### config.mk
export PLATFORM = sky130hd
export DESIGN_NAME = vc_mem_req_arb_2to1
export DESIGN_NICKNAME = d
export VERILOG_FILES = /design/src/rtl/vc_mem_req_arb_2to1.sv
export SDC_FILE = /design/constraint.sdc
export NUM_CORES = 1
export LEC_CHECK = 0
export ABC_AREA = 1
export CORE_AREA = 10 10 141 143
export CTS_BUF_LIST = sky130_fd_sc_hd__clkbuf_8 sky130_fd_sc_hd__clkbuf_16
export DETAILED_ROUTE_END_ITERATION = 6
export DIE_AREA = 0 0 151 153
export REMOVE_ABC_BUFFERS = 1
export SYNTH_ARGS = -nofsm -noshare
export SYNTH_HDL_FRONTEND = slang
export SYNTH_SLANG_ARGS = --single-unit
### constraint.sdc
create_clock -name clk -period 2.2 [get_ports clk]
set_input_delay 0.55 -clock clk [delete_from_list [all_inputs] [get_ports clk]]
set_output_delay 0.55 -clock clk [all_outputs]
set_load 0.01 [all_outputs]
### src/rtl/vc_mem_req_arb_2to1.sv
// vc_mem_req_arb_2to1
//   Lets two requesters (e.g. instruction and data ports) share one memory
//   request/response port pair. Requests are merged combinationally by a
//   round-robin arbiter. The ID of each issued request is queued in an
//   in-order tracking FIFO so that each response can be steered back to its
//   issuer. The downstream memory must answer in request order.
//
// Ports
//   clk, reset                         clock, synchronous active-high reset
//   req0_val/_rdy/_msg                 requester 0 request (in/out/in)
//   req1_val/_rdy/_msg                 requester 1 request (in/out/in)
//   resp0_val/_rdy/_msg                requester 0 response (out/in/out)
//   resp1_val/_rdy/_msg                requester 1 response (out/in/out)
//   memreq_val/_rdy/_msg               merged request to memory (out/in/out)
//   memresp_val/_rdy/_msg              response from memory (in/out/in)
//   num_outstanding                    tracking FIFO occupancy

`ifndef VC_MEM_REQ_MSG_NBITS
`define VC_MEM_REQ_MSG_NBITS(o_, a_, d_) (3 + (o_) + (a_) + $clog2((d_) / 8) + (d_))
`endif
`ifndef VC_MEM_RESP_MSG_NBITS
`define VC_MEM_RESP_MSG_NBITS(o_, d_) (3 + (o_) + 2 + $clog2((d_) / 8) + (d_))
`endif

module vc_mem_req_arb_2to1 #(
    parameter int  p_opaque_nbits    = 8,
    parameter int  p_addr_nbits      = 32,
    parameter int  p_data_nbits      = 32,
    parameter int  p_max_outstanding = 4,
    localparam int c_req_nbits  = `VC_MEM_REQ_MSG_NBITS(p_opaque_nbits, p_addr_nbits, p_data_nbits),
    localparam int c_resp_nbits = `VC_MEM_RESP_MSG_NBITS(p_opaque_nbits, p_data_nbits),
    localparam int c_cnt_nbits  = $clog2(p_max_outstanding) + 1
) (
    input  logic                    clk,
    input  logic                    reset,

    input  logic                    req0_val,
    output logic                    req0_rdy,
    input  logic [c_req_nbits-1:0]  req0_msg,

    input  logic                    req1_val,
    output logic                    req1_rdy,
    input  logic [c_req_nbits-1:0]  req1_msg,

    output logic                    resp0_val,
    input  logic                    resp0_rdy,
    output logic [c_resp_nbits-1:0] resp0_msg,

    output logic                    resp1_val,
    input  logic                    resp1_rdy,
    output logic [c_resp_nbits-1:0] resp1_msg,

    output logic                    memreq_val,
    input  logic                    memreq_rdy,
    output logic [c_req_nbits-1:0]  memreq_msg,

    input  logic                    memresp_val,
    output logic                    memresp_rdy,
    input  logic [c_resp_nbits-1:0] memresp_msg,

    output logic [c_cnt_nbits-1:0]  num_outstanding
);

    localparam int c_ptr_nbits = $clog2(p_max_outstanding);
    localparam logic [c_cnt_nbits-1:0] c_depth = c_cnt_nbits'(p_max_outstanding);

    logic                         prio_q, prio_d;
    logic [p_max_outstanding-1:0] ids_q, ids_d;     // one requester-ID bit per slot
    logic [c_ptr_nbits-1:0]       wr_ptr_q, wr_ptr_d;
    logic [c_ptr_nbits-1:0]       rd_ptr_q, rd_ptr_d;
    logic [c_cnt_nbits-1:0]       cnt_q, cnt_d;

    logic full, empty, grant_val, grant_id, head, req_fire, resp_fire;

    // Request side: arbitration and steering.
    always_comb begin
        full      = (cnt_q == c_depth);
        empty     = (cnt_q == '0);
        grant_id  = (req0_val && req1_val) ? prio_q : req1_val;
        grant_val = (req0_val || req1_val) && !full;

        // Outputs are gated by reset so nothing handshakes while the
        // tracking state is being cleared.
        memreq_val = grant_val && !reset;
        memreq_msg = (grant_val && grant_id) ? req1_msg : req0_msg;
        req0_rdy   = grant_val && !grant_id && memreq_rdy && !reset;
        req1_rdy   = grant_val &&  grant_id && memreq_rdy && !reset;
        req_fire   = memreq_val && memreq_rdy;
    end

    // Response side: route by the ID at the head of the FIFO.
    always_comb begin
        head        = ids_q[rd_ptr_q];
        resp0_val   = memresp_val && !empty && !head && !reset;
        resp1_val   = memresp_val && !empty &&  head && !reset;
        resp0_msg   = memresp_msg;
        resp1_msg   = memresp_msg;
        memresp_rdy = !empty && (head ? resp1_rdy : resp0_rdy) && !reset;
        resp_fire   = memresp_val && memresp_rdy;

        num_outstanding = reset ? '0 : cnt_q;
    end

    // Next state. Push is already suppressed when full, so a pop in the
    // same cycle never lets a push through.
    always_comb begin
        prio_d   = prio_q;
        ids_d    = ids_q;
        wr_ptr_d = wr_ptr_q;
        rd_ptr_d = rd_ptr_q;
        cnt_d    = cnt_q;

        if (req_fire) begin
            ids_d[wr_ptr_q] = grant_id;
            wr_ptr_d        = wr_ptr_q + c_ptr_nbits'(1);
            prio_d          = !grant_id;
        end
        if (resp_fire) begin
            rd_ptr_d = rd_ptr_q + c_ptr_nbits'(1);
        end

        case ({req_fire, resp_fire})
            2'b10:   cnt_d = cnt_q + c_cnt_nbits'(1);
            2'b01:   cnt_d = cnt_q - c_cnt_nbits'(1);
            default: cnt_d = cnt_q;
        endcase
    end

    always_ff @(posedge clk) begin
        if (reset) begin
            prio_q   <= 1'b0;
            wr_ptr_q <= '0;
            rd_ptr_q <= '0;
            cnt_q    <= '0;
        end else begin
            prio_q   <= prio_d;
            wr_ptr_q <= wr_ptr_d;
            rd_ptr_q <= rd_ptr_d;
            cnt_q    <= cnt_d;
        end
    end

    // ID storage needs no reset: slots are only read once the count says
    // they hold a live entry.
    always_ff @(posedge clk) begin
        ids_q <= ids_d;
    end

`ifndef SYNTHESIS
    always_ff @(posedge clk) begin
        if (!reset && memresp_val && empty) begin
            $display("vc_mem_req_arb_2to1: warning: memresp_val with no outstanding request at t=%0t", $time);
        end
    end
`endif

endmodule

==> results.json <==
{
  "status": "finished, violations left",
  "violations": "negative setup slack",
  "initial_utilization_pct": 14.5,
  "cts_max_level": 1,
  "grt_pass1_vias": 3112,
  "worstReg2RegEnd": "cnt_q[2]",
  "nets": 691,
  "synthSimpleGateAreaFrac_pct": 7.54,
  "gp_congestion": 0.865,
  "rsz0062_at_grt": "yes",
  "holdPathStages": 2,
  "p_leak_nw": 2.30,
  "io_buffers": 247,
  "fin_crit_sh_pct": 108,
  "grt_first_pass_wirelength_mm": 23.1,
  "hpwl_mm": 15.0,
  "synthCells": 281,
  "grt_max_degree": 26,
  "cap_viol_max_count": 0,
  "ys_types": 22,
  "synth_top_area_cell": "buf_4",
  "antenna_found_initial": 0,
  "r2r-start": "cnt_q[0]",
  "insertion_delay_ns": 0.24,
  "power_density_nw_per_um2": 327,
  "wl_per_cell_um": 24.8,
  "synth_area_leaders": "buf_4, mux2_2, mux2_4",
  "drc_errors": 0,
  "cts_buffer_depth": 2,
  "fin_util_pct": 30.0,
  "crit_arrival_ns": 1.82,
  "synth_top_family_by_area": "multiplexers",
  "grt_usage_pct": 13.9,
  "yosys_most_used_dff": "dfxtp_1",
  "antenna_left": 0,
  "vias": 2748,
  "yosysTopAreaCellShare_pct": 30.4,
  "async_reset_ff_share_pct": 0,
  "ios": 389,
  "routed_wl_mm": 17.4,
  "die_area_um2": 23100,
  "grt_overflow": 0,
  "synth_top_cells_by_count": "buf_4, mux2_2, inv_1",
  "synth_compound_area_share_pct": 4.25,
  "start_kind": "input pin",
  "final_period_minus_worst_setup_slack_ns": 2.37,
  "skew_ns": 0.000447,
  "drive_gt1_share_pct": 48.0,
  "ir_worst_vdd_uv": 190,
  "coreArea_um2": 17100,
  "ff2ff_setup_slack_ns": 0.11,
  "crit_chain": "buf_8 > a21boi_4 > nand2_8 > buf_6 > buf_8 > clkbuf_16 > mux2_4 > buf_6",
  "ys_ff_latch": 12,
  "slew_headroom_pct": 85.2,
  "holdCritPathClass": "reg -> reg",
  "critPathCapture": "memreq_msg[53]",
  "numCtsBuffers": 3,
  "synth_area_um2": 2470,
  "slowest_stage": "mux2_4",
  "path_class": "in -> out",
  "setup_viol": 62,
  "max_freq_ghz": 0.422,
  "end_kind": "output pin",
  "rows": 48,
  "critPathRequiredTime_ns": 1.65,
  "critPathMaxFanout": 6,
  "die_w_um": 151,
  "via_per_inst": 3.92,
  "crit_start": "req0_val",
  "hold_viol_final": 0,
  "crit_path_max_incr_delay_ns": 0.31,
  "cts_root_buffer": "clkbuf_16",
  "synth_warnings": 0,
  "cts.sinks": 12,
  "synth_seq_area_share_pct": 11.3,
  "design_area_um2": 5120,
  "slew_viol_final": 0,
  "reg2reg_depth": 12,
  "synth_edf_count": 4,
  "drtIter0Drc": 62,
  "post-synth-top-count-cell": "buf_4",
  "synth_mux_area_share_pct": 38.1,
  "cts_tree": "built",
  "synth_area_per_cell_um2": 8.79,
  "postLayoutSetupSlackWorst_ns": -0.169,
  "worst_slew_pin_slew_ns": 0.221,
  "area_growth_pct": 107,
  "placed_area_um2": 4610,
  "dr.pass1.iters": 4,
  "synthXorXnorAreaFrac_pct": 0,
  "clk_pin_slew_ns": 0.04,
  "die_y_um": 153,
  "synth_adder_area_share_pct": 3.34
}
-- cell families after synthesis --
| kind of cell | Yosys count |
|---|---|
| AOI/OAI and AO/OA | 17 |
| adders and majority gates | 6 |
| muxes | 77 |
| DFF | 12 |
| buffers and inverters | 125 |
| and+or+nand+nor | 44 |
-- stage by stage --
stage,setup TNS [ns],setup WS [ns],std cells,total power [mW],hold WS (ns)
floorplan,-8.20,-0.161,177,0.576,0.454
global placement,-62.28,-0.813,671,1.23,0.466
detailed placement,-64.24,-0.821,671,1.24,0.491
CTS,-16.95,-0.535,684,1.58,0.522
global route,-9.53,-0.203,700,1.77,0.549
finish,-6.68,-0.169,701,1.67,0.518
-- repair_timing --
action,CTS,global route
pin swaps,2,5
hold buffers,0,0
cloned,1,3
gates resized for setup,205,224
setup buffers,8,14
setup endpoints to repair,88,88
hold endpoints to repair,0,0
-- state kept, by name, summed over array words and instances, names as in the netlist --
signal / count
ids_q: 4
cnt_q: 3
rd_ptr_q: 2
wr_ptr_q: 2
prio_q: 1
-- layout by cell type (no fill, tap or decap), types with 6 or more instances in the layout --
cell / netlist / final
inv_1: 21 / 18
dlymetal6s2s_1: 0 / 8
clkdlybuf4s50_1: 0 / 157
clkbuf_2: 0 / 24
mux2_4: 20 / 26
nand2_1: 15 / 14
dfxtp_1: 8 / 8
buf_6: 1 / 67
buf_4: 100 / 24
mux2_2: 57 / 51
nor2_1: 19 / 16
a21oi_1: 7 / 6
-- cell type report --
cell class                 count  area [um^2]
inverter                      21         78.8
sequential                    12          280
fill                        1796        11900
tap                          225          282
clock buffer                   3         75.1
timing repair buffer         293         2930
multi-input combinational    145         1470
antenna                        1         2.50
clock inverter                 1         3.75
-- metal layers --
metal | up-vias | routed length, um | global-route usage (%)
met2 | 230 | 7260 | 19.1
met3 | 16 | 3070 | 11.9
li1 | 1230 | - | -
met4 | 4 | 107 | 1.79
met1 | 1268 | 6810 | 15.8
met5 | - | 131 | 6.80
-- report_power, final --
group / internal, mW / switching, mW
Clock: 0.239 / 0.0966
Sequential: 0.239 / 0.00523
Combinational: 0.715 / 0.379
Total: 1.19 / 0.481
-- how the worst min path moves through the flow --
| stage | to | startpoint | slack, ns |
|---|---|---|---|
| 3_5_place_dp | cnt_q[1] | cnt_q[1] | 0.49 |
| 6_report | cnt_q[1] | cnt_q[1] | 0.52 |
| 3_3_place_gp | cnt_q[1] | cnt_q[1] | 0.47 |
| 5_1_grt | prio_q | prio_q | 0.55 |
| 4_1_cts | cnt_q[1] | cnt_q[1] | 0.52 |
| 2_1_floorplan | cnt_q[1] | cnt_q[1] | 0.45 |
-- critical path, delay by kind of cell --
kind	cells	cell delay (ns)
AO/OA/AOI/OAI	1	0.23
buffers and inverters	5	0.65
multiplexers	1	0.31
AND/OR/NAND/NOR	1	0.09
(Power assumes the default switching activity.)
